### src/rtl/sap_bus_xfer.sv
// sap_bus_xfer: register file plus a four-state bus-transfer sequencer.
// Each request runs IDLE -> DRIVE -> WRITE -> DONE and is acknowledged by a
// one-cycle ACK. BUS is a registered copy of the last value driven.
// Optional build macro: SAP_REQ_DEBOUNCE_EN adds a stability filter on REQ.
module sap_bus_xfer #(
    parameter int WIDTH   = 8,
    parameter int NREG    = 4,
    parameter int SEL_W   = 2,
    parameter int DB_BITS = 16
) (
    input  logic             CLK,
    input  logic             RESET,
    input  logic             REQ,
    input  logic [1:0]       MODE,
    input  logic [2:0]       OP,
    input  logic [SEL_W-1:0] SRC,
    input  logic [SEL_W-1:0] DST,
    input  logic [WIDTH-1:0] PRGM_IN,
    input  logic             HLT,
    input  logic [SEL_W-1:0] VIEW,
    output logic [WIDTH-1:0] BUS,
    output logic [WIDTH-1:0] CURRENT,
    output logic             BUSY,
    output logic             ACK,
    output logic             ERR,
    output logic             CARRY,
    output logic             ZERO
);

    typedef enum logic [1:0] {
        ST_IDLE  = 2'd0,
        ST_DRIVE = 2'd1,
        ST_WRITE = 2'd2,
        ST_DONE  = 2'd3
    } state_t;

    localparam logic [1:0] MODE_MOVE  = 2'b00;
    localparam logic [1:0] MODE_LOAD  = 2'b01;
    localparam logic [1:0] MODE_ALU   = 2'b10;
    localparam logic [1:0] MODE_CLEAR = 2'b11;

    // Register count at select width + 1 so that NREG == 2**SEL_W fits.
    localparam logic [SEL_W:0] NREG_L = (SEL_W+1)'(NREG);

    if (NREG < 2 || NREG > (1 << SEL_W) || DB_BITS < 1) begin : g_param_check
        $error("sap_bus_xfer: parameter set out of range");
    end

    // ALU result with the carry/borrow flag in the top bit.
    function automatic logic [WIDTH:0] alu_eval(
        input logic [2:0]       op,
        input logic [WIDTH-1:0] a,
        input logic [WIDTH-1:0] b
    );
        logic [WIDTH-1:0] one;
        logic [WIDTH-1:0] ones;
        logic [WIDTH:0]   res;
        one  = {{(WIDTH-1){1'b0}}, 1'b1};
        ones = {WIDTH{1'b1}};
        case (op)
            3'b000:  res = {1'b0, a} + {1'b0, b};
            3'b001:  res = {(a < b), a - b};
            3'b010:  res = {(a == {WIDTH{1'b0}}), a - one};
            3'b011:  res = {(a == ones), a + one};
            3'b100:  res = {1'b0, ~a};
            3'b101:  res = {1'b0, a & b};
            3'b110:  res = {1'b0, a | b};
            3'b111:  res = {1'b0, a ^ b};
            default: res = {(WIDTH+1){1'b0}};
        endcase
        return res;
    endfunction

    state_t           state_r, state_next_s;
    logic             req_q_r;
    logic             req_cond_s;
    logic             start_s;
    logic             err_in_s;

    logic [1:0]       mode_r;
    logic [2:0]       op_r;
    logic [SEL_W-1:0] src_r;
    logic [SEL_W-1:0] dst_r;
    logic [WIDTH-1:0] prgm_r;
    logic             err_pend_r;

    logic [WIDTH-1:0] regs_r [NREG];
    logic [WIDTH-1:0] bus_r;
    logic             carry_r;
    logic             zero_r;
    logic             carry_pend_r;
    logic             busy_r;
    logic             ack_r;
    logic             err_r;

    logic [WIDTH:0]   alu_s;
    logic [WIDTH-1:0] src_val_s;
    logic [WIDTH-1:0] current_s;

`ifdef SAP_REQ_DEBOUNCE_EN
    logic               req_sync_r;
    logic               db_req_r;
    logic [DB_BITS-1:0] db_cnt_r;

    // Sample raw REQ, then flip the filtered level only after it has disagreed for a full count.
    always_ff @(posedge CLK or posedge RESET) begin
        if (RESET) begin
            req_sync_r <= 1'b0;
            db_req_r   <= 1'b0;
            db_cnt_r   <= {DB_BITS{1'b0}};
        end else begin
            req_sync_r <= REQ;
            if (req_sync_r == db_req_r) begin
                db_cnt_r <= {DB_BITS{1'b0}};
            end else if (&db_cnt_r) begin
                db_req_r <= req_sync_r;
                db_cnt_r <= {DB_BITS{1'b0}};
            end else begin
                db_cnt_r <= db_cnt_r + DB_BITS'(1);
            end
        end
    end

    assign req_cond_s = db_req_r;
`else
    assign req_cond_s = REQ;
`endif

    assign start_s  = req_cond_s & ~req_q_r & (state_r == ST_IDLE);
    assign err_in_s = ({1'b0, DST} >= NREG_L) ||
                      ((MODE == MODE_MOVE) && ({1'b0, SRC} >= NREG_L));

    // Edge-detect history; keeps running during HLT so edges seen then are dropped.
    always_ff @(posedge CLK or posedge RESET) begin
        if (RESET) begin
            req_q_r <= 1'b0;
        end else begin
            req_q_r <= req_cond_s;
        end
    end

    // Sequencer state register.
    always_ff @(posedge CLK or posedge RESET) begin
        if (RESET) begin
            state_r <= ST_IDLE;
        end else begin
            state_r <= state_next_s;
        end
    end

    // Fixed IDLE->DRIVE->WRITE->DONE ring; HLT holds the current state.
    always_comb begin
        state_next_s = state_r;
        if (HLT) begin
            state_next_s = state_r;
        end else begin
            case (state_r)
                ST_IDLE: begin
                    if (start_s) begin
                        state_next_s = ST_DRIVE;
                    end else begin
                        state_next_s = ST_IDLE;
                    end
                end
                ST_DRIVE: state_next_s = ST_WRITE;
                ST_WRITE: state_next_s = ST_DONE;
                ST_DONE:  state_next_s = ST_IDLE;
                default:  state_next_s = ST_IDLE;
            endcase
        end
    end

    // Source selection for the DRIVE cycle; ALU operands are always R0 and R1.
    always_comb begin
        alu_s     = alu_eval(op_r, regs_r[0], regs_r[1]);
        src_val_s = {WIDTH{1'b0}};
        case (mode_r)
            MODE_MOVE:  src_val_s = regs_r[src_r];
            MODE_LOAD:  src_val_s = prgm_r;
            MODE_ALU:   src_val_s = alu_s[WIDTH-1:0];
            MODE_CLEAR: src_val_s = {WIDTH{1'b0}};
            default:    src_val_s = {WIDTH{1'b0}};
        endcase
    end

    // Status outputs registered from the next state so they line up with it.
    always_ff @(posedge CLK or posedge RESET) begin
        if (RESET) begin
            busy_r <= 1'b0;
            ack_r  <= 1'b0;
            err_r  <= 1'b0;
        end else begin
            busy_r <= (state_next_s != ST_IDLE);
            ack_r  <= (state_next_s == ST_DONE);
            err_r  <= (state_next_s == ST_DONE) && err_pend_r;
        end
    end

    // Capture, bus drive, register write-back and flag update; all frozen by HLT.
    always_ff @(posedge CLK or posedge RESET) begin
        if (RESET) begin
            mode_r       <= 2'b00;
            op_r         <= 3'b000;
            src_r        <= {SEL_W{1'b0}};
            dst_r        <= {SEL_W{1'b0}};
            prgm_r       <= {WIDTH{1'b0}};
            err_pend_r   <= 1'b0;
            bus_r        <= {WIDTH{1'b0}};
            carry_pend_r <= 1'b0;
            carry_r      <= 1'b0;
            zero_r       <= 1'b0;
            for (int i = 0; i < NREG; i++) begin
                regs_r[i] <= {WIDTH{1'b0}};
            end
        end else if (!HLT) begin
            case (state_r)
                ST_IDLE: begin
                    if (start_s) begin
                        mode_r     <= MODE;
                        op_r       <= OP;
                        src_r      <= SRC;
                        dst_r      <= DST;
                        prgm_r     <= PRGM_IN;
                        err_pend_r <= err_in_s;
                    end
                end
                ST_DRIVE: begin
                    if (!err_pend_r) begin
                        bus_r        <= src_val_s;
                        carry_pend_r <= alu_s[WIDTH];
                    end
                end
                ST_WRITE: begin
                    if (!err_pend_r) begin
                        regs_r[dst_r] <= bus_r;
                        if (mode_r == MODE_ALU) begin
                            carry_r <= carry_pend_r;
                            zero_r  <= (bus_r == {WIDTH{1'b0}});
                        end
                    end
                end
                default: begin
                end
            endcase
        end
    end

    // Register viewer; out-of-range selects read as zero.
    always_comb begin
        current_s = {WIDTH{1'b0}};
        if ({1'b0, VIEW} < NREG_L) begin
            current_s = regs_r[VIEW];
        end else begin
            current_s = {WIDTH{1'b0}};
        end
    end

    assign BUS     = bus_r;
    assign CURRENT = current_s;
    assign BUSY    = busy_r;
    assign ACK     = ack_r;
    assign ERR     = err_r;
    assign CARRY   = carry_r;
    assign ZERO    = zero_r;

endmodule

### config.mk
export PLATFORM = sky130hd
export DESIGN_NAME = sap_bus_xfer
export DESIGN_NICKNAME = d
export VERILOG_FILES = /design/src/rtl/sap_bus_xfer.sv
export SDC_FILE = /design/constraint.sdc
export NUM_CORES = 1
export LEC_CHECK = 0
export CORE_MARGIN = 2
export CORE_UTILIZATION = 45
export CTS_CLUSTER_DIAMETER = 30
export DETAILED_ROUTE_END_ITERATION = 10
export PLACE_DENSITY = 0.65
export SLEW_MARGIN = 20
export SYNTH_ARGS = -nofsm -noshare
export SYNTH_HDL_FRONTEND = slang
export SYNTH_SLANG_ARGS = --single-unit
### constraint.sdc
create_clock -name CLK -period 5.25 [get_ports CLK]
set_input_delay 1.575 -clock CLK [delete_from_list [all_inputs] [get_ports CLK]]
set_output_delay 1.575 -clock CLK [all_outputs]
set_load 0.01 [all_outputs]
==> metrics.yaml, run 1 <==
status: "finished, final reports clean"
synth_largest_area_cell: "dfrtp_1"
postCtsSetupBuffers: 0
rsz0062_at_grt: "false"
antenna_found_initial: 0
critPathMaxStageDelay_ns: 0.53
initial_utilization: 0.466
hold_viol: 0
drv_slew: 0
setup_viol: 0
dp_hpwl_mm: 8.68
powerDensity_nw_per_um2: 659
numCtsBuffers: 9
n_antenna_cell: 0
dp.cells: 609
cts_tree: "done"
post-route-min-period_ns: 4.86
cts.sinks: 65
dieArea_um2: 11000
core_um2: 9860
startpoint_type: "primary input"
yosys_most_used_dff: "dfrtp_1"
worstPathArrival_ns: 3.28
synthCells: 455
layout-area-overhead-vs-synth_pct: 16.4
viasPerCell: 5.71
tightest_slew_ns: 0.991
grt_pass1_wl_mm: 18.5
die_width_um: 105
worstPathMaxFanout: 8
path_cells: "clkdlybuf4s50_1, buf_4, mux4_2, clkdlybuf4s50_1"
fill_cells: 886
track_usage: 0.214
vias: 3573
die_h_um: 105
crit_type: "primary input to output port"
hp-class: "register to register"
crit_required_ns: 3.68
slew_headroom: 0.337
synth_enable_flop_cells: 0
cts.clk_slew.worst_paths_ns: 0.07
final_cells: 626
port-buffer-count: 42
timing.final.crit_share: 0.925
grt_max_degree: 41
cts_resized: 0
synth_area_leaders: "dfrtp_1 35%, ha_1 9.5%, mux4_2 8.3%, mux2_2 8.1%, o21ai_0 4.2%"
dr.pass1.iters: 5
grt_pass1_vias: 3528
synth_seq_cells: 65
drt_iter0_drc: 214
p_leak_nw: 2.24
cts_root_buffer: "clkbuf_8"
fin_tns_setup_ns: 0
cts.htree.levels: 3
drc: 0
vdd_drop_max_mv: 0.303
hold_buffers: 0
netlist_area_um2: 4600
ys_types: 51
grt-ovfl-total: 0
ios: 44
nNetsFinal: 549
antenna_left: 0
synth-seq-area-share: 0.354
cap_viol_max_count: 0
synthArstFlopShare: 1.00
clock_skew_ns: 0.00969
max_freq_mhz: 206
place_congestion: 0.888
post_drt_wl_per_cell_um: 18.1
rows: 36
syn-num-nets: 516
clockBufferDepth: 2
syn_avg_cell_area_um2: 10.1
slowest_stage: "mux4_2"
clk-insertion-delay-late_ns: 0.34
synth_warnings: 0
crit_top_cell: "clkdlybuf4s50_1"
yosysTopAreaCellShare: 0.354
drive_above_1_share: 0.160
end_kind: "output port"
wl_mm: 11.3
final cells by class:
cell class              instances  area [um2]  area share
multi-input cells             331        2750       0.513
well taps                     133         166      0.0311
clock inverters                 2        35.0     0.00655
repair buffers                 50         488      0.0912
flip-flops and latches         65        1630       0.304
clock buffers                  14         173      0.0323
inverters                      31         116      0.0217
layout by cell type, fill, tap and decap left out, drive strengths merged, types with 11 or more instances in the layout:
cell           netlist  layout
clkbuf              15      14
a21oi               22      22
o21ai               40      40
inv                 31      31
dfrtp               65      65
nor2                18      18
clkdlybuf4s50        0      42
xnor2               11      11
nand2               33      33
nor3                13      13
mux4                17      17
mux2                33      33
ha                  35      35
where the power goes:
part / switching (mW) / internal, mW / total, mW
clock: 0.182 / 0.258 / 0.440
sequential: 0.344 / 0.722 / 1.07
combinational: 1.03 / 0.993 / 2.02
path summary, 6_finish.rpt:
check                                       from  slack (ns)  depth (start not counted)                     end
max                                      VIEW[0]        0.39                          4              CURRENT[3]
min                        prgm_r[1]$_DFFE_PP0P_        0.51                          1   prgm_r[1]$_DFFE_PP0P_
max reg2reg                  op_r[2]$_DFFE_PP0P_        1.98                         10      BUS[7]$_DFFE_PP0P_
min reg2reg                prgm_r[1]$_DFFE_PP0P_        0.51                          1   prgm_r[1]$_DFFE_PP0P_
max in group asynchronous                  RESET        2.66                          3  regs_r[27]$_DFFE_PP0P_
min in group asynchronous                  RESET        1.71                          2   prgm_r[6]$_DFFE_PP0P_
kinds of logic (layout without fill, tap and decap cells):
family	count (synthesis)	count (layout)	synth area share
fa+ha+maj	38	38	0.108
compound gates	110	110	0.153
buf+inv	59	97	0.0522
simple gates	108	108	0.119
flops	65	65	0.354
xor+xnor	14	14	0.0267
mux	60	60	0.186
other cells	1	1	0.000815
per-stage QoR:
step	util	hold slack, ns	total power [mW]	worst slack (ns)	instance area, um2
3_3_place_gp	0.520	0.495	3.04	0.397	5130
6_report	0.543	0.512	3.53	0.394	5350
2_1_floorplan	-	0.480	2.47	1.08	4600
5_1_grt	0.543	0.536	3.83	0.328	5350
3_5_place_dp	0.520	0.496	3.07	0.399	5130
4_1_cts	0.541	0.512	3.53	0.389	5340
sequential cells by signal (all words and copies together), names as in the netlist:
signal / cells
state_r: 2
req_q_r: 1
BUS: 8
carry_pend_r: 1
regs_r: 32
src_r: 2
prgm_r: 8
op_r: 3
CARRY: 1
ZERO: 1
BUSY: 1
dst_r: 2
ACK: 1
mode_r: 2
critical path: cells and delay by family:
kind	cells	cell delay, ns
buffers and inverters	3	1.18
multiplexers	1	0.53
cells in the mapped netlist, drive strengths merged (4+ instances only):
cell type and count:
a2111oi 5, a211oi 4, a21oi 22, buf 13
clkbuf 15, dfrtp 65, ha 35, inv 31
mux2 33, mux2i 10, mux4 17, nand2 33
nand2b 9, nand3 7, nor2 18, nor2b 7
nor3 13, nor4 4, o211ai 5, o21a 6
o21ai 40, o21bai 5, xnor2 11
per-layer routing:
layer / global-route usage / routed length (um) / up-vias / share of wire
met5: 0 / 0 / - / 0
met4: 0.0638 / 92 / 0 / 0.0081
met3: 0.0343 / 433 / 8 / 0.038
met2: 0.350 / 5630 / 62 / 0.50
met1: 0.293 / 5160 / 1791 / 0.46
li1: - / - / 1712 / -
(Power assumes the default switching activity.)
==> inputs of run 2 (changes only) <==
- MAX_ROUTING_LAYER: not set -> met4
==> run 2 against run 1 <==
  * Critical path depth stayed put
  * Final cell count is the same
  * Sequential power hardly changed
  * Largest cell class unchanged
  * Global-route usage grew 1.6 points
  * Critical endpoint is now CURRENT[2]
  * Clock skew down 0.0023 ns
  * Clock-buffer cell count down 1
==> metrics.yaml, run 2 (synthesis results as in run 1) <==
status: "finished, final reports clean"
min_from: "prgm_r[0]$_DFFE_PP0P_"
initial_utilization: 0.466
rrSetupSlack_ns: 1.90
clk-insertion-delay-late_ns: 0.35
most-common-layout-cells: "65 x dfrtp_1, 42 x clkdlybuf4s50_1, 39 x o21ai_0, 35 x ha_1"
viasPerCell: 5.88
min_to: "prgm_r[0]$_DFFE_PP0P_"
crit_required_ns: 3.68
vdd_drop_max_mv: 0.413
nNetsFinal: 549
fin_tns_setup_ns: 0
crit_type: "primary input to output port"
hp-class: "register to register"
critPathMaxStageDelay_ns: 0.54
setup_ws_ns: 0.398
drc: 0
worstPathArrival_ns: 3.28
path_cells: "clkdlybuf4s50_1, buf_4, mux4_2, clkdlybuf4s50_1"
core_um2: 9860
tightest_slew_ns: 0.864
port-buffer-count: 42
dr.pass1.iters: 5
hold_viol: 0
place_congestion: 0.911
drt_iter0_drc: 348
numCtsBuffers: 9
clock_skew_ns: 0.00742
hold_buffers: 0
slew_headroom: 0.423
drive_above_1_share: 0.156
rsz0062_at_grt: "false"
largest_register_ffs: 32
ios: 44
antenna_found_initial: 0
rows: 36
grt-ovfl-total: 0
p_leak_nw: 2.21
cts_tree: "done"
n_antenna_cell: 0
wl_mm: 11.5
grt_pass1_vias: 3700
slowest_stage: "mux4_2"
antenna_left: 0
top_register: "regs_r"
r2r_start: "op_r[2]$_DFFE_PP0P_"
r2r_end: "BUS[7]$_DFFE_PP0P_"
max_freq_mhz: 206
grt_pass1_wl_mm: 19.4
drv_slew: 0
cap_viol_max_count: 0
cts_root_buffer: "clkbuf_8"
startpoint_type: "primary input"
track_usage: 0.230
dp_slack_ns: 0.397
end_kind: "output port"
worstPathMaxFanout: 8
final_common_cell: "dfrtp_1"
layout-area-overhead-vs-synth_pct: 15.3
postCtsSetupBuffers: 0
die_width_um: 105
cts_resized: 0
hold_depth: 1
r2r_cells: 10
die_h_um: 105
setup_viol: 0
cts.clk_slew.worst_paths_ns: 0.07
post_drt_wl_per_cell_um: 18.4
dieArea_um2: 11000
cts.htree.levels: 3
cts.sinks: 65
grt_max_degree: 42
timing.final.crit_share: 0.924
powerDensity_nw_per_um2: 652
crit_top_cell: "clkdlybuf4s50_1"
post-route-min-period_ns: 4.85
vias: 3680
dp_hpwl_mm: 8.66
clockBufferDepth: 2
run 2: cell types whose count changed in the layout (fill, tap and decap cells not counted):
cell        delta
buf_6          +1
buf_8          -1
bufinv_16      -1
clkbuf_1       +2
clkbuf_8       -3
clkinv_2       +1
clkinvlp_4     +1
nor3b_2        -1
nor3b_4        +1
run 2: routing by layer:
metal,vias to the layer above,track usage,wire length (um)
li1,1702,-,-
met1,1866,0.307,5220
met2,101,0.364,5690
met3,11,0.0343,481
met4,0,0.0714,143
met5,-,-,0
run 2: how the worst max path moves through the flow:
stage | cells past startpoint | endpoint | start | slack [ns]
3_3_place_gp | 4 | CURRENT[3] | VIEW[0] | 0.40
6_report | 4 | CURRENT[2] | VIEW[0] | 0.40
3_5_place_dp | 4 | CURRENT[7] | VIEW[0] | 0.40
4_1_cts | 4 | CURRENT[7] | VIEW[0] | 0.39
5_1_grt | 4 | CURRENT[2] | VIEW[0] | 0.34
2_1_floorplan | 2 | CURRENT[0] | VIEW[0] | 1.08
run 2: final cells by class:
type	instances	area [um2]
clock buffer	13	139
clock inverter	3	17.5
fill	862	4560
inverter	31	116
multi-input combinational	331	2750
sequential	65	1630
tap	133	166
timing repair buffer	50	484
run 2: worst max-delay path: cells and delay by family:
| kind | cells | cell delay, ns |
|---|---|---|
| buffers and inverters | 3 | 1.16 |
| muxes | 1 | 0.54 |
run 2: metrics by stage:
step / hold slack (ns) / area, um2 / power (mW) / cells / util
final: 0.511 / 5300 / 3.46 / 626 / 0.538
after global routing: 0.528 / 5300 / 3.77 / 626 / 0.538
after CTS: 0.515 / 5290 / 3.46 / 625 / 0.536
after detailed placement: 0.500 / 5130 / 3.08 / 609 / 0.520
after global placement: 0.493 / 5130 / 3.03 / 609 / 0.520
after floorplan: 0.480 / 4600 / 2.47 / 455 / -
run 2: report_power, final:
group          total, mW  internal, mW  switching, mW
registers           1.07         0.722          0.345
clock network      0.354         0.170          0.184
logic               2.04         0.993           1.05
==> inputs of run 3 (changes only) <==
- GPL_TIMING_DRIVEN: not set -> 0
- HOLD_SLACK_MARGIN: not set -> 0.05
==> run 3 against run 2 <==
  * Sequential power decreased by 5%
  * Die area unchanged
  * Clock-buffer cell count shrank 2
  * Largest power group unchanged
  * Highest routed layer unchanged
==> metrics.yaml, run 3 (synthesis results as in run 1) <==
status: "finished, final reports clean"
clockBufferDepth: 2
p_leak_nw: 2.27
cap_viol_max_count: 0
grt-ovfl-total: 0
worstPathArrival_ns: 3.20
cts.clk_slew.worst_paths_ns: 0.07
grt_pass1_wl_mm: 20.1
crit_required_ns: 3.68
nNetsFinal: 568
fin_tns_setup_ns: 0
setup_ws_ns: 0.478
drt_iter0_drc: 262
max_freq_mhz: 210
drive_above_1_share: 0.162
grt_max_degree: 49
top_register: "regs_r"
combPwrFrac: 0.593
cts_tree: "done"
fin_area_um2: 5420
place_congestion: 0.916
worstPathMaxFanout: 8
pwr-share-seq: 0.278
cp-endpoint: "CURRENT[7]"
drc: 0
r2r_cells: 11
numCtsBuffers: 9
ios: 44
p_int_mw: 2.01
rrSetupSlack_ns: 2.14
final_common_cell: "dfrtp_1"
largest_register_ffs: 32
postCtsSetupBuffers: 0
core_um2: 9860
end_kind: "output port"
cts_root_buffer: "clkbuf_8"
wl_mm: 12.3
startpoint_type: "primary input"
rows: 36
antenna_found_initial: 0
die_h_um: 105
timing.final.crit_share: 0.909
n_antenna_cell: 0
hold_viol: 0
initial_utilization: 0.466
clock_skew_ns: 0.0110
clk-insertion-delay-late_ns: 0.34
placed_area_um2: 5200
powerDensity_nw_per_um2: 676
die_width_um: 105
crit_path_start: "VIEW[0]"
hp-class: "register to register"
p_sw_mw: 1.65
power.switching_fraction: 0.450
slew_headroom: 0.287
clkPwrFrac: 0.129
track_usage: 0.241
tightest_slew_ns: 1.06
vias: 3737
drv_slew: 0
cts.htree.levels: 3
layout-area-overhead-vs-synth_pct: 17.8
port-buffer-count: 40
dp_slack_ns: 0.446
viasPerCell: 5.79
cts_resized: 0
post_drt_wl_per_cell_um: 19.1
dieArea_um2: 11000
r2r_end: "BUS[6]$_DFFE_PP0P_"
vdd_drop_max_mv: 0.293
grt_pass1_vias: 3776
hold_buffers: 0
min_from: "CARRY$_DFFE_PP0P_"
setup_viol: 0
dr.pass1.iters: 4
whs_ns: 0.519
post-route-min-period_ns: 4.77
r2r_start: "op_r[1]$_DFFE_PP0P_"
crit_type: "primary input to output port"
most-common-layout-cells: "65 x dfrtp_1, 40 x clkdlybuf4s50_1, 39 x o21ai_0, 35 x ha_1"
rsz0062_at_grt: "false"
dp_hpwl_mm: 9.61
cts.sinks: 65
antenna_left: 0
==> run 3: cell types whose count changed in the layout (fill, tap and decap cells not counted), sizes merged <==
cell           before  now
clkinvlp            1    0
buf                 8   14
clkinv              2    3
bufinv              0    2
clkbuf             13   26
clkdlybuf4s50      42   40
==> run 3: worst min path at each step <==
stage               slack, ns                    end  cells past startpoint
global placement         0.50  regs_r[3]$_DFFE_PP0P_                      1
CTS                      0.53      CARRY$_DFFE_PP0P_                      1
floorplan                0.48      CARRY$_DFFE_PP0P_                      1
global route             0.54  prgm_r[1]$_DFFE_PP0P_                      1
finish                   0.52      CARRY$_DFFE_PP0P_                      1
detailed placement       0.51      CARRY$_DFFE_PP0P_                      1
==> run 3: worst max-delay path, stage by stage <==
cell and delay, ns:
clkbuf_1 0.51, mux4_2 0.61, clkdlybuf4s50_1 0.50
==> run 3: layout make-up <==
class | instances | area, um2
Sequential cell | 65 | 1630
Tap cell | 133 | 166
Buffer | 28 | 124
Clock buffer | 11 | 141
Multi-Input combinational cell | 331 | 2730
Timing Repair Buffer | 41 | 428
Inverter | 31 | 119
Clock inverter | 5 | 78.8
Fill cell | 896 | 4450
==> run 3: power by group through the flow <==
stage / clock (mW) / combinational (mW) / sequential, mW
floorplan: 0 / 1.55 / 0.921
global placement: 0 / 2.11 / 1.00
detailed placement: 0 / 2.13 / 1.02
CTS: 0.477 / 2.15 / 1.01
global route: 0.504 / 2.40 / 1.05
finish: 0.472 / 2.17 / 1.02
==> run 3: per-stage QoR <==
step / utilization / power [mW] / instances
floorplan: - / 2.47 / 455
finish: 0.549 / 3.66 / 645
CTS: 0.549 / 3.64 / 645
global route: 0.549 / 3.96 / 645
global placement: 0.524 / 3.11 / 628
detailed placement: 0.527 / 3.15 / 629
==> run 3: metal layers <==
layer / part of all wire / track usage / vias to the layer above
met1: 0.46 / 0.318 / 1865
met2: 0.48 / 0.386 / 96
li1: - / - / 1757
met4: 0.018 / 0.0762 / 0
met5: 0 / - / -
met3: 0.038 / 0.0343 / 19
